==> src/rtl/serial_adder_ctrl.sv <==
// Bit-serial add/subtract sequencer: one full-adder cell, LSB first, one bit per clock,
// with valid/ready handshakes on operands and result.
module serial_adder_ctrl #(
  parameter int unsigned WIDTH = 8
) (
  input  logic             clk,
  input  logic             rst,
  input  logic             in_valid,
  output logic             in_ready,
  input  logic [WIDTH-1:0] data_A,
  input  logic [WIDTH-1:0] data_B,
  input  logic             carry_in,
  input  logic             sub,
  output logic             out_valid,
  input  logic             out_ready,
  output logic [WIDTH-1:0] sum,
  output logic             carry_out,
  output logic             overflow,
  output logic             busy
);

  localparam int unsigned CntW = $clog2(WIDTH);
  localparam logic [CntW-1:0] LastCnt = CntW'(WIDTH - 1);

  typedef enum logic [1:0] {StIdle, StRun, StDone} state_e;

  state_e           state_q;
  logic [WIDTH-1:0] a_q, b_q;
  logic [WIDTH-2:0] res_q;
  logic [CntW-1:0]  cnt_q;
  logic             carry_q;
  logic [WIDTH-1:0] sum_q;
  logic             carry_out_q, overflow_q, out_valid_q;

  logic             fa_sum, fa_carry;
  logic [WIDTH-1:0] res_next;

  // The single full-adder cell.
  assign fa_sum   = a_q[0] ^ b_q[0] ^ carry_q;
  assign fa_carry = (a_q[0] & b_q[0]) | (carry_q & (a_q[0] ^ b_q[0]));

  // res_q holds the WIDTH-1 bits already produced; the new bit enters at the top.
  assign res_next = {fa_sum, res_q};

  always_ff @(posedge clk) begin
    if (rst) begin
      state_q     <= StIdle;
      a_q         <= '0;
      b_q         <= '0;
      res_q       <= '0;
      cnt_q       <= '0;
      carry_q     <= 1'b0;
      sum_q       <= '0;
      carry_out_q <= 1'b0;
      overflow_q  <= 1'b0;
      out_valid_q <= 1'b0;
    end else begin
      unique case (state_q)
        StIdle: begin
          if (in_valid) begin
            a_q     <= data_A;
            b_q     <= data_B ^ {WIDTH{sub}};
            carry_q <= sub | carry_in;
            cnt_q   <= '0;
            state_q <= StRun;
          end
        end
        StRun: begin
          a_q     <= a_q >> 1;
          b_q     <= b_q >> 1;
          res_q   <= res_next[WIDTH-1:1];
          carry_q <= fa_carry;
          cnt_q   <= cnt_q + CntW'(1);
          if (cnt_q == LastCnt) begin
            sum_q       <= res_next;
            carry_out_q <= fa_carry;
            // Carry into the MSB differs from carry out of it: signed overflow.
            overflow_q  <= carry_q ^ fa_carry;
            out_valid_q <= 1'b1;
            state_q     <= StDone;
          end
        end
        StDone: begin
          if (out_ready) begin
            out_valid_q <= 1'b0;
            state_q     <= StIdle;
          end
        end
        default: state_q <= StIdle;
      endcase
    end
  end

  assign in_ready  = (state_q == StIdle) && !rst;
  assign busy      = (state_q != StIdle);
  assign out_valid = out_valid_q;
  assign sum       = sum_q;
  assign carry_out = carry_out_q;
  assign overflow  = overflow_q;

endmodule

==> config.mk <==
export PLATFORM = sky130hd
export DESIGN_NAME = serial_adder_ctrl
export DESIGN_NICKNAME = d
export VERILOG_FILES = /design/src/rtl/serial_adder_ctrl.sv
export SDC_FILE = /design/constraint.sdc
export NUM_CORES = 1
export LEC_CHECK = 0
export ABC_AREA = 1
export BUFFER_PORTS_ARGS = -buffer_cell sky130_fd_sc_hd__buf_2
export CAP_MARGIN = 15
export CORE_MARGIN = 3
export CORE_UTILIZATION = 54
export DETAILED_ROUTE_END_ITERATION = 10
export GPL_TIMING_DRIVEN = 0
export MAX_ROUTING_LAYER = met4
export PLACE_DENSITY = 0.76
export SLEW_MARGIN = 10
export SYNTH_ARGS = -nofsm -noshare
export SYNTH_HDL_FRONTEND = slang
export SYNTH_SLANG_ARGS = --single-unit
==> constraint.sdc <==
create_clock -name clk -period 1.75 [get_ports clk]
set_input_delay 0.0875 -clock clk [delete_from_list [all_inputs] [get_ports clk]]
set_output_delay 0.0875 -clock clk [all_outputs]
set_load 0.005 [all_outputs]
# Yosys cells after proc, flatten, opt, wreduce, memory -nomap -nowiden
# Index checks and enable logic that the tools add are counted.
[totals] regBits=40 inputBits=22 out_inout_bits=13 wordCells=50
[classes] add_sub_neg=1 n_eq_ne=6 n_mux=15 n_bitwise=8 reduce_logical=10
[ops] op="$pmux W8 S2" n=2
[ops] op="$mux W8" n=2
[ops] op="$xor A8 B8 Y8" n=1
[ops] op="$mux W2" n=3
[ops] op="$ne A2 B2 Y1 const B" n=3
[ops] op="$pmux W2 S3" n=1
[ops] op="$pmux W3 S2" n=1
[ops] op="$reduce_and A3 Y1" n=2
[ops] op="$reduce_bool A2 Y1" n=3
[ops] op="$pmux W1 S2" n=2
[ops] op="$reduce_and A2 Y1" n=2
[ops] op="$add A3 B1 Y3 const B" n=1
[ops] op="$eq A3 B3 Y1 const B" n=1
[ops] op="$mux W1" n=3
[ops] op="$mux W3" n=1
[ops] op="$xor A1 B1 Y1" n=3
[ops] op="$and A1 B1 Y1" n=2
[ops] op="$eq A2 B1 Y1 const B" n=1
[ops] op="$eq A2 B2 Y1 const B" n=1
[ops] op="$logic_not A2 Y1" n=1
[ops] op="$or A1 B1 Y1" n=2
[ops] op="$logic_and A1 B1 Y1" n=1
[ops] op="$logic_not A1 Y1" n=1

# Longest topological paths before layout
# Gate-level depths: netlist of run 1.
[logic_depth] ltp_word=4 depth_mapped=8 depth_no_buf=7

# Least setup slack after synthesis of run 1
# No wires, ideal clock.
[synth_timing] path_kind="reg-to-reg" startpoint="register cnt_q[0]" endpoint="register overflow_q (netlist: overflow)" setup_time_ns=0.116 t_arrival_ns=1.134 required_time_ns=1.634 setup_slack_ns=0.500 path_stages_with_launch=8 n_path_buf=1 synth_period_minus_slack_ns=1.250 cell_sequence="dfxtp_1 -> ha_1 -> ha_1 -> inv_1 -> nor2_4 -> buf_4 -> o21ai_0 -> nor2_1"
[synth_between] elab_chain_len=2
[synth_rtl] item="from (decl)" line="30" source="logic [CntW-1:0] cnt_q;"
[synth_rtl] item="from (signal assigned)" line="73" source="cnt_q <= cnt_q + CntW'(1);"
[synth_rtl] item="$eq A3 B3 Y1" line="74" source="if (cnt_q == LastCnt) begin"
[synth_rtl] item="$reduce_and A2 Y1 (no source line)"
[synth_rtl] item="to (signal assigned)" line="78" source="overflow_q <= carry_q ^ fa_carry;"
[synth_rtl] item="to (decl)" line="33" source="logic carry_out_q, overflow_q, out_valid_q;"
# Every way passes these cells.
# A chain may end at the register's enable or synchronous reset.

# Final worst setup path of run 1
[layout_timing] startpoint="input rst" endpoint="output in_ready"
[layout_between] elab_chain_len=2
[layout_rtl] item="from (decl)" line="7" source="input logic rst,"
[layout_rtl] item="$logic_not A1 Y1" line="94" source="assign in_ready = (state_q == StIdle) && !rst;"
[layout_rtl] item="$logic_and A1 B1 Y1" line="94"
[layout_rtl] item="to (decl)" line="9" source="output logic in_ready,"
# Every way passes these cells.

==> results.py, run 1 <==
metrics = {
    "outcome": {
        "outcome": "finished clean",
    },
    "power_and_ir_drop": {
        "leakage_nw": 1.11,
        "total_power_mw": 1.75,
        "ir_drop_uv": 473,
        "power_density_nw_per_um2": 813,
    },
    "worst_hold_path": {
        "hp-class": "input pin to flop",
        "worstHoldStart": "data_B[7]",
    },
    "timing": {
        "slew_headroom_pct": 66.8,
        "fmax_mhz": 686,
        "setup-tns-final_ns": 0,
        "report.final.slew_viol_count": 0,
        "worst_slew_pin_slew_ns": 0.498,
        "rsz0062_at_grt": "no",
        "clock_skew_ns": 0.0157,
        "setup_viol_count_final": 0,
        "period_share_pct": 83.3,
        "hold_violations": 0,
        "post-route-min-period_ns": 1.46,
    },
    "route": {
        "drt_first_pass_iters": 4,
        "via_count": 1700,
        "wirelength_mm": 3.80,
        "drc": 0,
        "ant_nets": 0,
        "wire_per_inst_um": 10.6,
        "viasPerCell": 4.76,
        "drt_iter0_markers": 134,
    },
    "finish": {
        "fillCellCount": 326,
        "antenna_cells": 0,
        "drive_above_1_share_pct": 18.2,
        "final_cell_area_sq_um": 2160,
        "areaGrowthSynthToFinish_pct": 16.9,
        "fin_cells": 357,
        "fin_nets": 337,
    },
    "synth": {
        "syn_avg_cell_area_sq_um": 6.83,
        "ys_warn_count": 0,
        "synth_cell_types": 21,
        "syn_nets": 295,
        "ys_seq_elements": 40,
        "syn_area_sq_um": 1840,
        "synth-seq-area-share_pct": 43.4,
        "synthCells": 270,
    },
    "clocking": {
        "htree_levels": 2,
        "clockRootBuffer": "clkbuf_4",
        "cts_num_sinks": 40,
        "clock_path_buffers": 2,
        "cts_tree": "built",
        "cts_setup_buffers": 0,
        "clk_latency_ns": 0.36,
        "cts.clk_slew.worst_paths_ns": 0.11,
        "numCtsBuffers": 5,
    },
    "setup_path": {
        "path_class": "input pin to output port",
        "cp-start-kind": "input pin",
        "path_max_fanout": 10,
        "crit_start": "rst",
        "crit_required_ns": 1.66,
        "endpoint_kind": "output port",
        "arrival_ns": 1.37,
        "r2r-start": "cnt_q[0]$_SDFFE_PP0P_",
    },
    "global_routing": {
        "overflow": 0,
        "grt_pass1_vias": 1465,
        "grtUsageTotal_pct": 20.6,
        "antenna_found_initial": 0,
        "grt_pass1_wl_mm": 6.48,
        "grt_max_degree": 14,
    },
    "die": {
        "std_cell_rows": 20,
        "fp.dieArea_sq_um": 4150,
        "start_util_pct": 58.5,
        "num_io_pins": 35,
        "die_w_um": 64.4,
        "coreArea_sq_um": 3150,
        "die_h_um": 64.4,
    },
    "run": {
        "cap_viol_max_count": 0,
    },
    "place": {
        "numPortBuffers": 32,
        "place_area_sq_um": 2060,
        "hpwl_mm": 2.85,
        "gp_congestion": 0.813,
        "dp.cells": 346,
    },
}
[area by class of cell]
cell class / instances / area, sq um / share of cell area (%)
Buffer: 13 / 85.1 / 3.95
Clock buffer: 6 / 51.3 / 2.38
Clock inverter: 2 / 15.0 / 0.696
Inverter: 24 / 92.6 / 4.29
Multi-Input combinational cell: 193 / 866 / 40.2
Sequential cell: 40 / 801 / 37.1
Tap cell: 44 / 55.1 / 2.55
Timing Repair Buffer: 35 / 190 / 8.82
[flip-flops by register name, indices dropped and copies added, names as in the netlist, 2 cells and up]
| name | cells |
|---|---|
| a_q | 8 |
| b_q | 8 |
| cnt_q | 3 |
| res_q | 7 |
| state_q | 2 |
| sum | 8 |
[worst paths after layout]
path | cells past startpoint | slack, ns | end
max | 5 | 0.29 | in_ready
min | 4 | 0.03 | b_q[7]$_SDFFE_PP0P_
max reg2reg | 7 | 0.34 | sum[7]$_SDFFE_PP0P_
min reg2reg | 2 | 0.47 | out_valid$_SDFFE_PP0P_
[through the flow]
stage / util, % / hold slack, ns / setup WS (ns)
floorplan: - / 0.157 / 0.500
detailed placement: 65.3 / 0.292 / 0.394
finish: 68.4 / 0.0255 / 0.293
global placement: 65.3 / 0.296 / 0.422
global route: 68.4 / 0.0390 / 0.189
CTS: 68.4 / 0.0145 / 0.280
[routing by layer]
layer / GRT usage (%) / routed length, um / vias to the layer above
met1: 27.4 / 1830 / 726
met3: 4.16 / 240 / 6
met2: 30.9 / 1690 / 46
li1: - / - / 922
met5: - / 0 / -
met4: 7.92 / 36 / 0
[power by group]
group | total, mW | internal (mW) | leakage, nW | switching [mW]
clock network | 0.505 | 0.195 | 0.0305 | 0.309
logic | 0.259 | 0.107 | 0.751 | 0.152
registers | 0.990 | 0.958 | 0.327 | 0.0319
[kinds of logic (layout without fill, tap and decap cells)]
group           count (synthesis)  after routing  share of synthesized area, %
simple gates                  161            161                          36.2
flops                          40             40                          43.4
buf+inv                        37             80                          9.63
compound gates                 27             27                          7.33
fa+ha+maj                       3              3                          2.44
xor+xnor                        2              2                         0.950
[cells in the mapped netlist]
library cell   n  area [sq um]
dfxtp_1       40           801
inv_2          2          7.51
clkbuf_1       4          15.0
nand2_1       57           214
inv_4          1          6.26
a21oi_1        9          45.0
o21ai_0       17          85.1
nand3_1       26           130
buf_4          5          37.5
nor2_4         2          22.5
inv_1         21          78.8
nor2_1        72           270
fa_1           1          20.0
xor2_1         2          17.5
buf_6          2          22.5
buf_2          2          10.0
nand2_2        2          12.5
nand2_4        1          11.3
o21ai_1        1          5.00
ha_1           2          25.0
nand3b_1       1          7.51
[worst max-delay path, cell delays in order]
cell and delay (ns):
dlygate4sd3_1 0.52, buf_2 0.13, clkbuf_1 0.40, nor2_1 0.09, buf_2 0.14
[layout by cell type (no fill, tap or decap)]
cell type,n
o21ai_0,17
a21oi_1,9
clkinvlp_4,2
clkbuf_1,4
inv_2,2
clkbuf_8,1
fa_1,1
nand3_1,26
nor2_4,2
xor2_1,2
clkbuf_4,5
buf_2,34
buf_6,2
inv_1,21
nand2_2,2
o21ai_1,1
nand2_1,57
inv_4,1
nand2_4,1
ha_1,2
buf_4,5
nand3b_1,1
nor2_1,72
dlygate4sd3_1,3
dfxtp_1,40
[timing repair]
| item | CTS | global route |
|---|---|---|
| gates resized for setup | 0 | 0 |
| hold buffers | 3 | 0 |
| endpoints found under the hold margin | 3 | 0 |
Note: power is estimated with default switching activity, not from simulation.
==> inputs of run 2 (changes only) <==
--- a/config.mk
+++ b/config.mk
@@ -5,7 +5,7 @@
 export SDC_FILE = /design/constraint.sdc
 export NUM_CORES = 1
 export LEC_CHECK = 0
-export ABC_AREA = 1
+export ABC_AREA = 0
 export BUFFER_PORTS_ARGS = -buffer_cell sky130_fd_sc_hd__buf_2
 export CAP_MARGIN = 15
 export CORE_MARGIN = 3
==> constraint.sdc (replaced) <==
create_clock -name clk -period 1.38 [get_ports clk]
set_input_delay 0.069 -clock clk [delete_from_list [all_inputs] [get_ports clk]]
set_output_delay 0.069 -clock clk [all_outputs]
set_load 0.005 [all_outputs]
==> run 2 against run 1 <==
Die area shrank 1.6%. Count of clock-buffer cells in the layout shrank 1. Routed wire length grew 1.8%. Utilization grew 2.9 points. Setup slack lost 0.26 ns. Critical path depth shrank 1. Global-route usage shrank 0.35 points. Sequential power grew 25%.
==> results.py, run 2 <==
metrics = {
    "route": {
        "wire_per_inst_um": 12.6,
        "drt_first_pass_iters": 4,
        "viasPerCell": 5.21,
        "drt_iter0_markers": 146,
        "wirelength_mm": 3.87,
        "drc": 0,
        "ant_nets": 0,
        "via_count": 1599,
    },
    "global_routing": {
        "grt_pass1_wl_mm": 6.45,
        "grt-busiest-layer": "met2",
        "antenna_found_initial": 0,
        "grtUsageTotal_pct": 20.2,
        "overflow": 0,
        "grt_max_degree": 14,
        "grt_util_met2_pct": 33.4,
        "use_met3_pct": 4.22,
        "grt_pass1_vias": 1462,
        "met1_usage_pct": 24.1,
    },
    "finish": {
        "seqCellArea_sq_um": 808,
        "fin_nets": 287,
        "fin_cells": 307,
        "drive_above_1_share_pct": 28.5,
        "areaGrowthSynthToFinish_pct": 23.1,
        "final_common_cell": "nand2_1",
        "fillCellCount": 264,
        "final_cell_mix": "nand2_1, buf_2, dfxtp_1, a21oi_1, nor2_1",
        "fin_util_pct": 71.3,
        "antenna_cells": 0,
        "multi_input_area_sq_um": 892,
    },
    "synth": {
        "synth_top_cell_by_area": "dfxtp_1",
        "syn_area_sq_um": 1810,
        "synthFlopType": "dfxtp_1",
        "yosys.area_share.simple_pct": 17.1,
        "synth-seq-area-share_pct": 44.2,
        "synthCells": 213,
        "syn_avg_cell_area_sq_um": 8.51,
        "synth.most_common_cell": "dfxtp_1",
        "syn_nets": 238,
        "netlist_top_cells_area": "dfxtp_1, a21oi_1, nand2_1",
        "synth_top_family_by_area": "compound AO/OA/AOI/OAI gates",
        "ys_warn_count": 0,
        "synth_cell_types": 35,
        "synthMuxAreaShare_pct": 1.17,
        "synth_fa_ha_area_share_pct": 2.49,
        "synth_xor_area_share_pct": 4.35,
        "synth_top_area_share_pct": 44.2,
        "synth_edf_count": 0,
        "synth_compound_area_share_pct": 23.5,
        "ys_top_cells_by_count": "dfxtp_1, nand2_1, a21oi_1",
        "async_flop_share_pct": 0,
        "ys_seq_elements": 40,
    },
    "setup_path": {
        "path_buf_inv": 3,
        "slowest_delay_ns": 0.35,
        "r2r-start": "cnt_q[0]$_SDFFE_PP0P_",
        "path_class": "flop to output port",
        "r2r_slack_ns": 0.06,
        "crit_start": "state_q[0]$_SDFFE_PP0P_",
        "path_max_fanout": 8,
        "arrival_ns": 1.28,
        "slowest_stage": "dfxtp_2",
        "r2r-end": "sum[0]$_SDFFE_PP0P_",
        "cp-start-kind": "flop",
        "crit_family": "buffers and inverters",
        "crit_required_ns": 1.31,
        "endpoint_kind": "output port",
        "ff2ff_path_depth": 6,
        "critical_path.cell_chain": "buf_8 > buf_8 > or2_1 > buf_2",
        "crit_top_cell": "buf_8",
    },
    "die": {
        "std_cell_rows": 20,
        "die_h_um": 63.9,
        "start_util_pct": 57.9,
        "coreArea_sq_um": 3130,
        "num_io_pins": 35,
        "die_w_um": 63.9,
        "fp.dieArea_sq_um": 4090,
    },
    "run": {
        "cap_viol_max_count": 0,
    },
    "power_and_ir_drop": {
        "power_density_nw_per_um2": 966,
        "leakage_nw": 0.909,
        "ir_drop_uv": 565,
    },
    "place": {
        "gp_congestion": 0.759,
        "numPortBuffers": 31,
        "dp.cells": 288,
        "hpwl_mm": 2.63,
    },
    "clocking": {
        "cts.clk_slew.worst_paths_ns": 0.13,
        "numCtsBuffers": 5,
        "htree_levels": 2,
        "cts_num_sinks": 40,
        "clk_latency_ns": 0.35,
        "clockRootBuffer": "clkbuf_4",
        "clock_path_buffers": 2,
        "cts_tree": "built",
    },
    "timing": {
        "setup-tns-final_ns": 0,
        "post-route-min-period_ns": 1.35,
        "whs_ns": 0.00951,
        "period_share_pct": 97.5,
        "worst_slew_pin_slew_ns": 0.449,
        "rsz0062_at_grt": "yes",
        "slew_headroom_pct": 70.1,
        "hold_violations": 0,
        "report.final.slew_viol_count": 0,
        "fmax_mhz": 743,
        "setup_viol_count_final": 0,
        "clock_skew_ns": 0.0147,
    },
    "worst_hold_path": {
        "whs_endpoint": "b_q[4]$_SDFFE_PP0P_",
        "min_path_cells": 3,
        "worstHoldStart": "data_B[4]",
        "hp-class": "input pin to flop",
    },
    "outcome": {
        "outcome": "finished clean",
    },
}
## run 2: how the worst max path moves through the flow
stage	end	cells after the start
after floorplan	overflow$_SDFFE_PP0P_	5
after global placement	sum[7]$_SDFFE_PP0P_	5
after detailed placement	sum[0]$_SDFFE_PP0P_	5
after CTS	busy	4
after global routing	busy	4
final	busy	4
## run 2: kinds of logic (layout without fill, tap and decap cells)
kind of cell,Yosys count,after routing
AOI/OAI and AO/OA,63,63
xor gates and xnor gates,9,9
adders and majority gates,3,3
buffers and inverters,26,76
DFF,40,40
muxes,2,2
and+or+nand+nor,70,70
## run 2: tightest hold or removal path, delay by kind of cell
family	cells	cell delay [ns]
compound gates	1	0.11
xor+xnor	1	0.05
buf+inv	1	0.08
## run 2: area by class of cell
cell class | count | share of cell area (%)
inverter | 8 | 1.35
tap | 44 | 2.47
clock inverter | 3 | 0.841
sequential | 40 | 36.2
clock buffer | 5 | 1.68
timing repair buffer | 43 | 11.4
buffer | 17 | 6.00
multi-input combinational | 147 | 40.0
## run 2: repair_timing
action,in CTS,in global routing
setup endpoints to repair,11,15
hold buffers,4,0
cloned,0,0
resized for setup,8,14
pin swaps,1,1
setup buffers,2,6
hold endpoints to repair,4,0
## run 2: power breakdown
| group | internal (mW) | switching (mW) | total, mW |
|---|---|---|---|
| registers | 1.20 | 0.0363 | 1.24 |
| logic | 0.163 | 0.159 | 0.322 |
| clock network | 0.196 | 0.398 | 0.594 |
## run 2: metrics by stage
stage | worst slack [ns] | power [mW] | area, sq um
floorplan | 0.113 | 1.47 | 1810
global placement | -0.0313 | 1.55 | 2020
detailed placement | -0.0450 | 1.55 | 2020
CTS | -0.0111 | 2.14 | 2150
global route | -0.00628 | 2.25 | 2230
finish | 0.0340 | 2.16 | 2230
## run 2: routing by layer
metal	routed length [um]	share of wire (%)	up-vias
li1	-	-	830
met2	1810	47	48
met4	44	1.1	0
met1	1790	46	717
met3	217	5.6	4
met5	0	0	-
